**src/rtl/sr_readback_check_pkg.sv**
```systemverilog
// sr_pkg: FSM encoding and FIFO word-layout helpers shared by the readback checker.
// The last-word mask marks which payload bits of the final word carry image data.
package sr_pkg;

  typedef enum logic [1:0] {IDLE, REQ, CAP, FIN} state_t;

  localparam int PAY_LSB  = 0;
  localparam int MASK_MAX = 64;

  function automatic int nwords(input int width, input int vw);
    return (width + vw - 1) / vw;
  endfunction

  // The word index sits directly above the payload.
  function automatic int idx_lsb(input int vw);
    return PAY_LSB + vw;
  endfunction

  function automatic logic [MASK_MAX-1:0] pad_mask(input int width, input int vw);
    int nb;
    logic [MASK_MAX-1:0] m;
    nb = width - (nwords(width, vw) - 1) * vw;
    m  = '0;
    for (int k = 0; k < MASK_MAX; k++) begin
      if (k < nb) m[k] = 1'b1;
    end
    return m;
  endfunction

endpackage

```
**src/rtl/sr_readback_check_if.sv**
```systemverilog
// Readback FIFO read port: the checker is the master (issues reads), the FIFO is the slave.
interface sr_readback_check_if #(
  parameter int FIFO_WIDTH = 36
);
  logic                  fifo_empty;
  logic [FIFO_WIDTH-1:0] fifo_q;
  logic                  fifo_rd_en;

  modport master (input fifo_empty, input fifo_q, output fifo_rd_en);
  modport slave  (output fifo_empty, output fifo_q, input fifo_rd_en);
endinterface

```
**src/rtl/sr_readback_check_expect_shift.sv**
```systemverilog
// sr_expect_shift: expected-image shift register fed by the configuration write stream.
// Writes are dropped while a check is running so the reference stays stable.
module sr_expect_shift #(
  parameter int WIDTH = 170
) (
  input  logic             clk_in,
  input  logic             rst,
  input  logic             i_wr_en,
  input  logic             i_busy,
  input  logic [15:0]      i_din,
  output logic [WIDTH-1:0] o_exp
);

  logic [WIDTH-1:0] r_exp;

  always_ff @(posedge clk_in) begin
    if (rst) begin
      r_exp <= '0;
    end else if (i_wr_en && !i_busy) begin
      r_exp <= {r_exp[WIDTH-17:0], i_din};
    end
  end

  assign o_exp = r_exp;

endmodule

```
**src/rtl/sr_readback_check.sv**
```systemverilog
// sr_readback_check: drains the readback FIFO, rebuilds the image and compares it with the
// captured configuration stream. Define SR_CHECK_TIMEOUT_EN to abort after TIMEOUT idle cycles.
module sr_readback_check
  import sr_pkg::*;
#(
  parameter int WIDTH       = 170,
  parameter int VALID_WIDTH = 32,
  parameter int NUM_WIDTH   = 4,
  parameter int FIFO_WIDTH  = 36,
  parameter int TIMEOUT     = 1024
) (
  input  logic                  clk_in,
  input  logic                  rst,
  input  logic                  exp_wr_en,
  input  logic [15:0]           exp_din,
  input  logic                  arm,
  sr_readback_check_if.master   fifo,
  output logic                  busy,
  output logic                  done,
  output logic                  pass,
  output logic                  timeout,
  output logic [NUM_WIDTH-1:0]  err_count,
  output logic [NUM_WIDTH-1:0]  first_err,
  output logic [WIDTH-1:0]      readback
);

  localparam int                    NWORDS    = nwords(WIDTH, VALID_WIDTH);
  localparam int                    IDX_LSB   = idx_lsb(VALID_WIDTH);
  localparam logic [MASK_MAX-1:0]   LAST_MASK = pad_mask(WIDTH, VALID_WIDTH);
  localparam logic [NUM_WIDTH-1:0]  LAST_IDX  = NUM_WIDTH'(NWORDS - 1);
  localparam logic [NUM_WIDTH-1:0]  NO_ERR    = '1;

  state_t                        r_state, w_state_next;
  logic [NUM_WIDTH-1:0]          r_wcnt, r_err_count, r_first_err;
  logic                          r_pass, r_timeout;
  logic [WIDTH-1:0]              w_exp;
  logic [NWORDS*VALID_WIDTH-1:0] w_exp_pad;
  logic [VALID_WIDTH-1:0]        w_exp_word, w_pay, w_mask;
  logic [NUM_WIDTH-1:0]          w_idx;
  logic                          w_word_bad, w_rd_en, w_tmo_hit, w_pass_now;

  sr_expect_shift #(.WIDTH(WIDTH)) u_expect (
    .clk_in  (clk_in),
    .rst     (rst),
    .i_wr_en (exp_wr_en),
    .i_busy  (busy),
    .i_din   (exp_din),
    .o_exp   (w_exp)
  );

  assign w_pay = fifo.fifo_q[PAY_LSB +: VALID_WIDTH];
  assign w_idx = fifo.fifo_q[FIFO_WIDTH-1:IDX_LSB];

  always_comb begin
    w_exp_pad              = '0;
    w_exp_pad[WIDTH-1:0]   = w_exp;
    w_exp_word             = '0;
    for (int k = 0; k < NWORDS; k++) begin
      if (r_wcnt == NUM_WIDTH'(k)) w_exp_word = w_exp_pad[k*VALID_WIDTH +: VALID_WIDTH];
    end
    w_mask     = (r_wcnt == LAST_IDX) ? LAST_MASK[VALID_WIDTH-1:0] : '1;
    w_word_bad = (w_idx != r_wcnt) || (((w_pay ^ w_exp_word) & w_mask) != '0);
  end

`ifdef SR_CHECK_TIMEOUT_EN
  logic [15:0] r_idle;

  always_ff @(posedge clk_in) begin
    if (rst) begin
      r_idle <= '0;
    end else if (r_state == REQ && fifo.fifo_empty) begin
      r_idle <= r_idle + 16'd1;
    end else begin
      r_idle <= '0;
    end
  end

  assign w_tmo_hit = (r_state == REQ) && fifo.fifo_empty && (r_idle == 16'(TIMEOUT));
`else
  // Never true; the abort path does not exist in this build.
  assign w_tmo_hit = (TIMEOUT < 0);
`endif

  always_ff @(posedge clk_in) begin
    if (rst) r_state <= IDLE;
    else     r_state <= w_state_next;
  end

  always_comb begin
    w_state_next = r_state;
    w_rd_en      = 1'b0;
    case (r_state)
      IDLE: if (arm) w_state_next = REQ;
      REQ: begin
        if (w_tmo_hit) begin
          w_state_next = FIN;
        end else if (!fifo.fifo_empty && !rst) begin
          w_rd_en      = 1'b1;
          w_state_next = CAP;
        end
      end
      CAP:     w_state_next = (r_wcnt == LAST_IDX) ? FIN : REQ;
      FIN:     w_state_next = IDLE;
      default: w_state_next = IDLE;
    endcase
  end

  always_ff @(posedge clk_in) begin
    if (rst) begin
      r_wcnt      <= '0;
      r_err_count <= '0;
      r_first_err <= NO_ERR;
      r_pass      <= 1'b0;
      r_timeout   <= 1'b0;
    end else begin
      case (r_state)
        IDLE: if (arm) begin
          r_wcnt      <= '0;
          r_err_count <= '0;
          r_first_err <= NO_ERR;
          r_pass      <= 1'b0;
          r_timeout   <= 1'b0;
        end
        REQ: if (w_tmo_hit) r_timeout <= 1'b1;
        CAP: begin
          r_wcnt <= r_wcnt + 1'b1;
          if (w_word_bad) begin
            r_err_count <= r_err_count + 1'b1;
            if (r_first_err == NO_ERR) r_first_err <= r_wcnt;
          end
        end
        FIN:     r_pass <= w_pass_now;
        default: ;
      endcase
    end
  end

  // One register per FIFO word; the last one keeps only the unpadded bits.
  for (genvar gi = 0; gi < NWORDS; gi++) begin : g_rb
    localparam int LO = gi * VALID_WIDTH;
    localparam int W  = ((WIDTH - LO) < VALID_WIDTH) ? (WIDTH - LO) : VALID_WIDTH;
    logic [W-1:0] r_slice;

    always_ff @(posedge clk_in) begin
      if (rst) begin
        r_slice <= '0;
      end else if (r_state == CAP && r_wcnt == NUM_WIDTH'(gi)) begin
        r_slice <= w_pay[W-1:0];
      end
    end

    assign readback[LO+W-1:LO] = r_slice;
  end

  assign w_pass_now      = (r_err_count == '0) && !r_timeout;
  assign fifo.fifo_rd_en = w_rd_en;
  assign busy            = (r_state != IDLE);
  assign done            = (r_state == FIN);
  assign pass            = (r_state == FIN) ? w_pass_now : r_pass;
  assign timeout         = r_timeout;
  assign err_count       = r_err_count;
  assign first_err       = r_first_err;

endmodule

```
**src/flat_wrapper.sv**
```systemverilog
// flat-port wrapper written by rule: the top's interface ports become plain ports
module sr_readback_check_flat import sr_pkg::*;
#(
  parameter int WIDTH       = 170,
  parameter int VALID_WIDTH = 32,
  parameter int NUM_WIDTH   = 4,
  parameter int FIFO_WIDTH  = 36,
  parameter int TIMEOUT     = 1024
)
  (clk_in, rst, exp_wr_en, exp_din, arm, busy, done, pass, timeout, err_count, first_err, readback, fifo_fifo_empty, fifo_fifo_q, fifo_fifo_rd_en);
  sr_readback_check_if #(.FIFO_WIDTH(FIFO_WIDTH)) fifo_i ();
  input  logic clk_in;
  input  logic rst;
  input  logic exp_wr_en;
  input  logic [15:0] exp_din;
  input  logic arm;
  output logic busy;
  output logic done;
  output logic pass;
  output logic timeout;
  output logic [NUM_WIDTH-1:0] err_count;
  output logic [NUM_WIDTH-1:0] first_err;
  output logic [WIDTH-1:0] readback;
  input wire logic [$bits(fifo_i.fifo_empty)-1:0] fifo_fifo_empty;
  input wire logic [$bits(fifo_i.fifo_q)-1:0] fifo_fifo_q;
  output wire logic [$bits(fifo_i.fifo_rd_en)-1:0] fifo_fifo_rd_en;
  assign fifo_i.fifo_empty = fifo_fifo_empty;
  assign fifo_i.fifo_q = fifo_fifo_q;
  assign fifo_fifo_rd_en = fifo_i.fifo_rd_en;
  sr_readback_check #(.WIDTH(WIDTH), .VALID_WIDTH(VALID_WIDTH), .NUM_WIDTH(NUM_WIDTH), .FIFO_WIDTH(FIFO_WIDTH), .TIMEOUT(TIMEOUT)) u_core (.clk_in(clk_in), .rst(rst), .exp_wr_en(exp_wr_en), .exp_din(exp_din), .arm(arm), .fifo(fifo_i), .busy(busy), .done(done), .pass(pass), .timeout(timeout), .err_count(err_count), .first_err(first_err), .readback(readback));
endmodule
```
**config.mk**
```make
export PLATFORM = sky130hd
export DESIGN_NAME = sr_readback_check_flat
export DESIGN_NICKNAME = d
export VERILOG_FILES = /design/src/rtl/sr_readback_check_pkg.sv /design/src/rtl/sr_readback_check_if.sv /design/src/rtl/sr_readback_check_expect_shift.sv /design/src/rtl/sr_readback_check.sv /design/src/flat_wrapper.sv
export SDC_FILE = /design/constraint.sdc
export NUM_CORES = 1
export LEC_CHECK = 0
export ABC_AREA = 1
export CORE_MARGIN = 1
export CORE_UTILIZATION = 35
export DETAILED_ROUTE_END_ITERATION = 16
export PLACE_DENSITY = 0.59
export REMOVE_ABC_BUFFERS = 1
export SLEW_MARGIN = 20
export SYNTH_ARGS = -nofsm -noshare
export SYNTH_HDL_FRONTEND = slang
export SYNTH_SLANG_ARGS = --single-unit
```
**constraint.sdc**
```tcl
create_clock -name clk_in -period 7.55 [get_ports clk_in]
set_input_delay 2.265 -clock clk_in [delete_from_list [all_inputs] [get_ports clk_in]]
set_output_delay 2.265 -clock clk_in [all_outputs]
set_load 0.02 [all_outputs]
```
Word level (Yosys, flattened, before mapping). Cells that the tools add are included.

Bits in registers: 355. Input bits: 57. Logic and storage cells: 78.

Add/sub/neg operators: 2. Equal/unequal tests: 14. Multiplexer cells: 24. Bitwise gates (word level): 2. Reduce and logical (&&, ||, !) cells: 24.

Operators with widths (number): 32-bit two-way mux (7); 32-bit bitwise AND (1); 32-bit nonzero test (1); 32-bit XOR (1); 4-bit case mux with 2 select lines (3); 4-bit two-way mux (5); 4-bit by 1-bit adder with 4-bit output, second input constant (2); 4-bit by 2-bit == test with 1-bit output, second input constant (2); 4-bit by 3-bit == test with 1-bit output, second input constant (2); 1-bit logical AND (8); 4-bit logical NOT (2); 2-bit case mux with 4 select lines (1); 2-bit two-way mux (3); 2-bit by 1-bit != test with 1-bit output, second input constant (3); 2-bit AND reduction (3); 2-bit nonzero test (3); 2-bit == test, second input constant (2); 4-bit by 1-bit == test with 1-bit output, second input constant (1); 4-bit == test, second input constant (1); 1-bit two-way mux (4); 4-bit != test (1); 4-bit AND reduction (1); 1-bit logical NOT (3); 3-bit AND reduction (1); 5 further kinds (5).

Logic depth before layout (Yosys ltp). Gate-level depths: netlist of run 1.

Depth after elaboration: 13. Gate-level depth with buffers: 24.

Modules after synthesis. A second synthesis of run 1 with hierarchy kept.

Cells, all modules: 2382. Area, all modules: 16107.9 um^2.

By module, submodules not included: sr_readback_check (times used 1, cells an instance 1285, area each 8856.0 um^2, seq. area each 3703.6 um^2); sr_expect_shift (times used 1, cells an instance 1097, area each 7252.0 um^2, seq. area each 3403.3 um^2).

Worst setup path after synthesis of run 1. Ideal clock, no wire load.

Path kind: input to output. Start point: input port rst. End point: output port fifo_fifo_rd_en. Data arrival time: 3170 ps. Data required time: 5285 ps. Slack: 2115 ps. Cell stages on the path: 2. Cell sequence: clkbuf_1 > nor4_1.

Longest elaborated chain between the ends: 4.

RTL lines: start, declared (RTL line flat_wrapper.sv:13) `input logic rst;`; 1-bit logical NOT (RTL line sr_readback_check.sv:97) `end else if (!fifo.fifo_empty && !rst) begin`; 1-bit logical AND (RTL line sr_readback_check.sv:97); 1-bit two-way mux (RTL line sr_readback_check.sv:97); 1-bit two-way mux (RTL line sr_readback_check.sv:92) `case (r_state)`; end, declared (RTL line flat_wrapper.sv:26) `output wire logic [$bits(fifo_i.fifo_rd_en)-1:0] fifo_fifo_rd_en;`.

No other way between the ends.

Worst setup path in the final report of run 1. Same ends and word-level chain as after synthesis.

==> results of run 1 <==
==> worst paths after layout <==
path / from / end
setup / recovery: rst / fifo_fifo_rd_en
hold / removal: u_core.u_expect.o_exp[168]$_SDFFE_PP0P_ / u_core.u_expect.o_exp[168]$_SDFFE_PP0P_
setup reg to reg: u_core.r_wcnt[0]$_SDFFE_PP0P_ / u_core.first_err[2]$_SDFFE_PP1P_
hold reg to reg: u_core.u_expect.o_exp[168]$_SDFFE_PP0P_ / u_core.u_expect.o_exp[168]$_SDFFE_PP0P_
==> cell type report <==
type | instances | area [um2] | share of cell area [%]
Clock inverter | 10 | 103 | 0.556
Tap cell | 532 | 666 | 3.61
Multi-Input combinational cell | 1406 | 6470 | 35.1
Timing Repair Buffer | 252 | 2500 | 13.6
Clock buffer | 58 | 1130 | 6.13
Inverter | 119 | 454 | 2.46
Sequential cell | 355 | 7110 | 38.5
Antenna cell | 3 | 7.51 | 0.0407
==> Yosys cell counts, types with 3 or more instances <==
cell,number,area (um2)
nor4_1,3,18.8
inv_1,114,428
a21oi_1,185,926
buf_4,6,45.0
nand2_2,4,25.0
clkbuf_1,113,424
nor2_1,359,1350
nand2_1,292,1100
xor2_1,5,43.8
nor3_1,7,35.0
o21ai_0,362,1810
or2_2,29,181
inv_2,4,15.0
ha_1,6,75.1
nand4_1,16,100
nand3b_1,12,90.1
o21ai_1,5,25.0
dfxtp_1,355,7110
nand3_1,112,561
buf_2,18,90.1
==> critical path, delay by kind of cell <==
kind	cells	cell delay (ns)
buffers and inverters	2	1.37
and+or+nand+nor	1	0.39
==> report_power, final <==
group | switching (mW) | internal (mW) | total (mW)
logic | 0.348 | 0.192 | 0.540
registers | 0.0726 | 1.99 | 2.07
clock network | 0.760 | 1.10 | 1.86
==> per-layer routing <==
metal	vias to the layer above	wire length (um)	GRT usage (%)
met1	6147	20700	28.8
met2	374	18700	30.5
met4	2	1170	6.49
met5	-	12	0
met3	70	2600	3.14
li1	6920	-	-
==> cells by family after synthesis <==
logic type	after synthesis
and+or+nand+nor	839
AOI/OAI and AO/OA	554
DFF	355
buffers and inverters	261
xor gates and xnor gates	6
adders and majority gates	6
other	1
==> stage by stage <==
step	worst slack [ns]	utilization [%]	cell area, um2
2_1_floorplan	0.887	-	14000
3_3_place_gp	1.23	42.0	17200
6_report	1.26	45.1	18400
3_5_place_dp	1.26	42.0	17200
4_1_cts	1.27	45.0	18400
5_1_grt	1.19	45.0	18400
==> sequential cells by signal, summed over array words and instances, names as in the netlist <==
signal	cells
u_core.r_pass	1
u_core.u_expect.o_exp	170
u_core.first_err	4
u_core.r_wcnt	4
u_core.err_count	4
u_core.g_rb.r_slice	170
u_core.r_state	2
==> reports/metrics.csv, run 1 <==
metric;value;unit
Die Ht;206;um
hold slack;0.465;ns
Tightest Hold Check Type;reg2reg;
CP Cell Sequence;clkdlybuf4s50_1 -> nor4_1 -> clkdlybuf4s50_1;
WL final;43.1;mm
Unique masters post-synth;33;
Die Width;206;um
Post-synth EDFFs;0;
CP Max Fanout;13;
largest family of logic cells by synthesized area;simple AND/OR/NAND/NOR gates;
Post-Synth Simple-Gate Area;24.1;%
Final GP Congestion;0.833;
Remaining DRCs;0;
R2R cell count;17;
pwr dens;242;nW/um2
mapped cell area;14600;um2
root buffer cell;clkbuf_16;
mux cell area share after synthesis;0;%
fmax;0.159;GHz
Total GRT Usage;20.1;%
Area Growth Syn to Fin;26.5;%
DRT Pass-1 Iters;5;
average wire per cell in the routed design;15.8;um
DR vias;13500;
Die Area;42500;um2
Final Hold Vio Count;0;
RSZ-0062 raised after global routing;false;
CP peak stage delay;0.71;ns
CP Data Arrival Time;4.03;ns
initial core utilization;35.6;%
Max Root-Sink Buffers;3;
IO buf count;238;
detailed router's first-iteration violation count;1305;
vias in the first global route;12300;
first-pass GRT wire length;68.4;mm
core area;40900;um2
#FFs+latches synth;355;
ratio of cells with drive above 1 in the final layout;5.41;%
Mapped Cells;2022;
Crit Path Class;in2out;
total grt overflow;0;
Final Net Count;2237;
initial antenna violation count;3;
CP endpoint kind;output pin;
Startpoint Class;primary input;
Leak Pwr;7.60;nW
# rows;74;
Num Clock Sinks;355;
period utilisation layout;83.3;%
# placed instances;2664;
most common cell after layout, fill and taps aside;o21ai_0;
share of flip-flops with an asynchronous set or reset;0;%
Required @ worst endpoint;5.29;ns
worst-skew pair later-pin latency;0.53;ns
CP max stage cell;clkdlybuf4s50_1;
Post-Synth XOR/XNOR Area;0.361;%
most frequent cells in the layout;362 x o21ai_0, 355 x dfxtp_1, 354 x nor2_1, 291 x nand2_1, 238 x clkdlybuf4s50_1;
H-tree levels;2;
non-filler cells in the finished layout;2735;
PostCTS Resize Cnt;0;
antenna-violating nets left;0;
CTS Buf Count;40;
Synth Area in Compound Gates;19.1;%
vias per cell;4.94;
final slew viol count;0;
post-CTS setup buffers;0;
average size of a mapped cell;7.21;um2
worst relative slew slack;33.1;%
Final setup viols;0;
Adder-Cell Fraction of Synth Area;0.515;%
IO Pins;240;
status;finished, final reports clean;
total power;4.47;mW
hold buffer count at CTS;0;
Max VDD drop;0.170;mV
max_cap viols;0;
filler instances;4158;
setup TNS;0;ns
fin crit period;6.29;ns
CTS tree;yes;
Min-Delay Path Depth;2;
Worst Max-Slew Pin Slew;1.00;ns
Synth Flop Type;dfxtp_1;
Setup Skew;0.00975;ns
Worst R2R Setup Slack;3.52;ns
largest net degree at the start of global routing;150;
register clock-pin slew on the reported worst setup and hold paths;0.06;ns
Detailed Place HPWL;27.5;mm
Most Frequent Cell on Critical Path;clkdlybuf4s50_1;
yosys warns;0;
post-synthesis sequential area ratio;48.8;%
Power figures use the tool's default switching activity.
==> run 2, diff against run 1 <==
==> constraint.sdc (replaced) <==
create_clock -name clk_in -period 6.42 [get_ports clk_in]
set_input_delay 1.926 -clock clk_in [delete_from_list [all_inputs] [get_ports clk_in]]
set_output_delay 1.926 -clock clk_in [all_outputs]
set_load 0.02 [all_outputs]
==> run 2 against run 1 <==
Clock power is 17% higher. Core utilization is 0.12 points higher. Clock skew is 0.0061 ns higher. Global-route usage is 0.40 points lower. Non-clock buffer count is 3 higher. Flip-flop and latch count stayed put. Final area is 0.26% higher. Combinational power is 18% higher. Sequential share of layout area is 0.099 points lower. Cell count hardly changed. Largest cell class unchanged.
==> reports/metrics.csv, run 2 (synthesis gave the netlist of run 1 again) <==
metric;value;unit;change
non-filler cells in the finished layout;2734;;-0.037%
Final Hold Vio Count;0;;unchanged
# placed instances;2667;;+0.11%
Die Width;206;um;unchanged
most frequent cells in the layout;362 x o21ai_0, 355 x dfxtp_1, 354 x nor2_1, 291 x nand2_1, 238 x clkdlybuf4s50_1;;
CTS tree;yes;;
vias per cell;4.93;;-0.19%
cell area after placement;17200;um2;+0.17%
setup TNS;0;ns;unchanged
DRT Pass-1 Iters;5;;unchanged
worst relative slew slack;29.2;%;-3.9 points
Most Frequent Cell on Critical Path;clkdlybuf4s50_1;;
Final setup viols;0;;unchanged
vias in the first global route;12000;;-2.3%
max_cap viols;0;;unchanged
CP endpoint kind;output pin;;
Num Clock Sinks;355;;unchanged
CP max stage cell;clkdlybuf4s50_1;;
Die Area;42500;um2;unchanged
ratio of cells with drive above 1 in the final layout;5.59;%;+0.18 points
largest net degree at the start of global routing;148;;-1.3%
WL final;42.8;mm;-0.73%
Max Root-Sink Buffers;3;;unchanged
CP Cell Sequence;clkdlybuf4s50_1 -> buf_4 -> nor4_1 -> clkdlybuf4s50_1;;
Worst Max-Slew Pin Slew;1.06;ns;+0.0590 ns
period utilisation layout;84.5;%;
Metal-1 WL;20.6;mm;-0.17%
FF/Latch Area;7110;um2;unchanged
hold slack;0.469;ns;+0.00349 ns
Leak Pwr;7.63;nW;+0.41%
multi-input logic area;6470;um2;unchanged
# rows;74;;unchanged
IO Pins;240;;unchanged
total grt overflow;0;;unchanged
CP Max Fanout;13;;unchanged
Setup Skew;0.0158;ns;+0.00606 ns
DR vias;13500;;-0.23%
Startpoint Class;primary input;;
filler instances;4131;;-0.65%
cell area after layout;18500;um2;+0.26%
most common cell after layout, fill and taps aside;o21ai_0;;
CP Data Arrival Time;3.50;ns;-0.53 ns
fmax;0.184;GHz;
worst-skew pair later-pin latency;0.53;ns;about the same
CTS Buf Count;39;;-2.5%
Final GP Congestion;0.831;;-0.26%
top sig layer;met4;;
RSZ-0062 raised after global routing;false;;
total power;5.25;mW;+17%
register clock-pin slew on the reported worst setup and hold paths;0.06;ns;about the same
fin crit period;5.43;ns;
PostCTS Resize Cnt;0;;unchanged
hold path startpoint;u_core.u_expect.o_exp[168]$_SDFFE_PP0P_;;
Crit Path Class;in2out;;
CP peak stage delay;0.67;ns;-0.04 ns
hold buffer count at CTS;0;;unchanged
Worst R2R Start;u_core.r_wcnt[0]$_SDFFE_PP0P_;;
pwr dens;284;nW/um2;+17%
detailed router's first-iteration violation count;1052;;-19%
antenna-violating nets left;0;;unchanged
WL met2;18.9;mm;+0.87%
status;finished, final reports clean;;
Total GRT Usage;19.7;%;-0.40 points
Tightest Hold Check Type;reg2reg;;
post-CTS setup buffers;0;;unchanged
initial antenna violation count;1;;-2
Remaining DRCs;0;;unchanged
Area Growth Syn to Fin;26.8;%;
CP startpoint;rst;;
Final Net Count;2239;;+0.089%
average wire per cell in the routed design;15.7;um;-0.69%
core area;40900;um2;unchanged
IO buf count;238;;unchanged
Detailed Place HPWL;27.7;mm;+0.48%
root buffer cell;clkbuf_16;;
met3 WL;2.40;mm;-7.8%
Required @ worst endpoint;4.49;ns;-0.80 ns
Die Ht;206;um;unchanged
Max VDD drop;0.153;mV;-10%
H-tree levels;2;;unchanged
initial core utilization;35.6;%;unchanged
first-pass GRT wire length;67.0;mm;-2.1%
final slew viol count;0;;unchanged
## run 2: cell type report
| cell class | count | area share [%] |
|---|---|---|
| Antenna cell | 2 | 0.0271 |
| Clock buffer | 60 | 6.48 |
| Clock inverter | 5 | 0.271 |
| Inverter | 119 | 2.46 |
| Multi-Input combinational cell | 1406 | 35.0 |
| Sequential cell | 355 | 38.4 |
| Tap cell | 532 | 3.60 |
| Timing Repair Buffer | 255 | 13.7 |
## run 2: report_power, final
part	total (mW)	internal, mW	switching [mW]	leakage, nW
combinational	0.638	0.229	0.409	4.12
sequential	2.43	2.35	0.0865	2.90
clock	2.18	1.31	0.863	0.618
## run 2: final timing paths
| path | endpoint | slack [ns] | cells past startpoint |
|---|---|---|---|
| setup reg to reg | u_core.first_err[1]$_SDFFE_PP1P_ | 1.82 | 18 |
| hold reg to reg | u_core.u_expect.o_exp[168]$_SDFFE_PP0P_ | 0.47 | 2 |
| hold / removal | u_core.u_expect.o_exp[168]$_SDFFE_PP0P_ | 0.47 | 2 |
| setup / recovery | fifo_fifo_rd_en | 0.99 | 4 |
## run 2: routing by layer
| layer | up-vias | track usage, % |
|---|---|---|
| li1 | 6918 | - |
| met1 | 6157 | 28.2 |
| met2 | 348 | 30.3 |
| met3 | 59 | 3.09 |
| met4 | 0 | 5.67 |
| met5 | - | 0 |
## run 2: metrics by stage
step,worst slack (ns),utilization [%]
finish,0.992,45.2
global route,0.940,45.2
CTS,1.06,45.1
detailed placement,1.06,42.1
global placement,1.03,42.1
floorplan,0.0960,-
## run 2: worst max-delay path: cells and delay by family
kind          cells  cell delay (ns)
buf+inv           3             1.26
simple gates      1             0.31
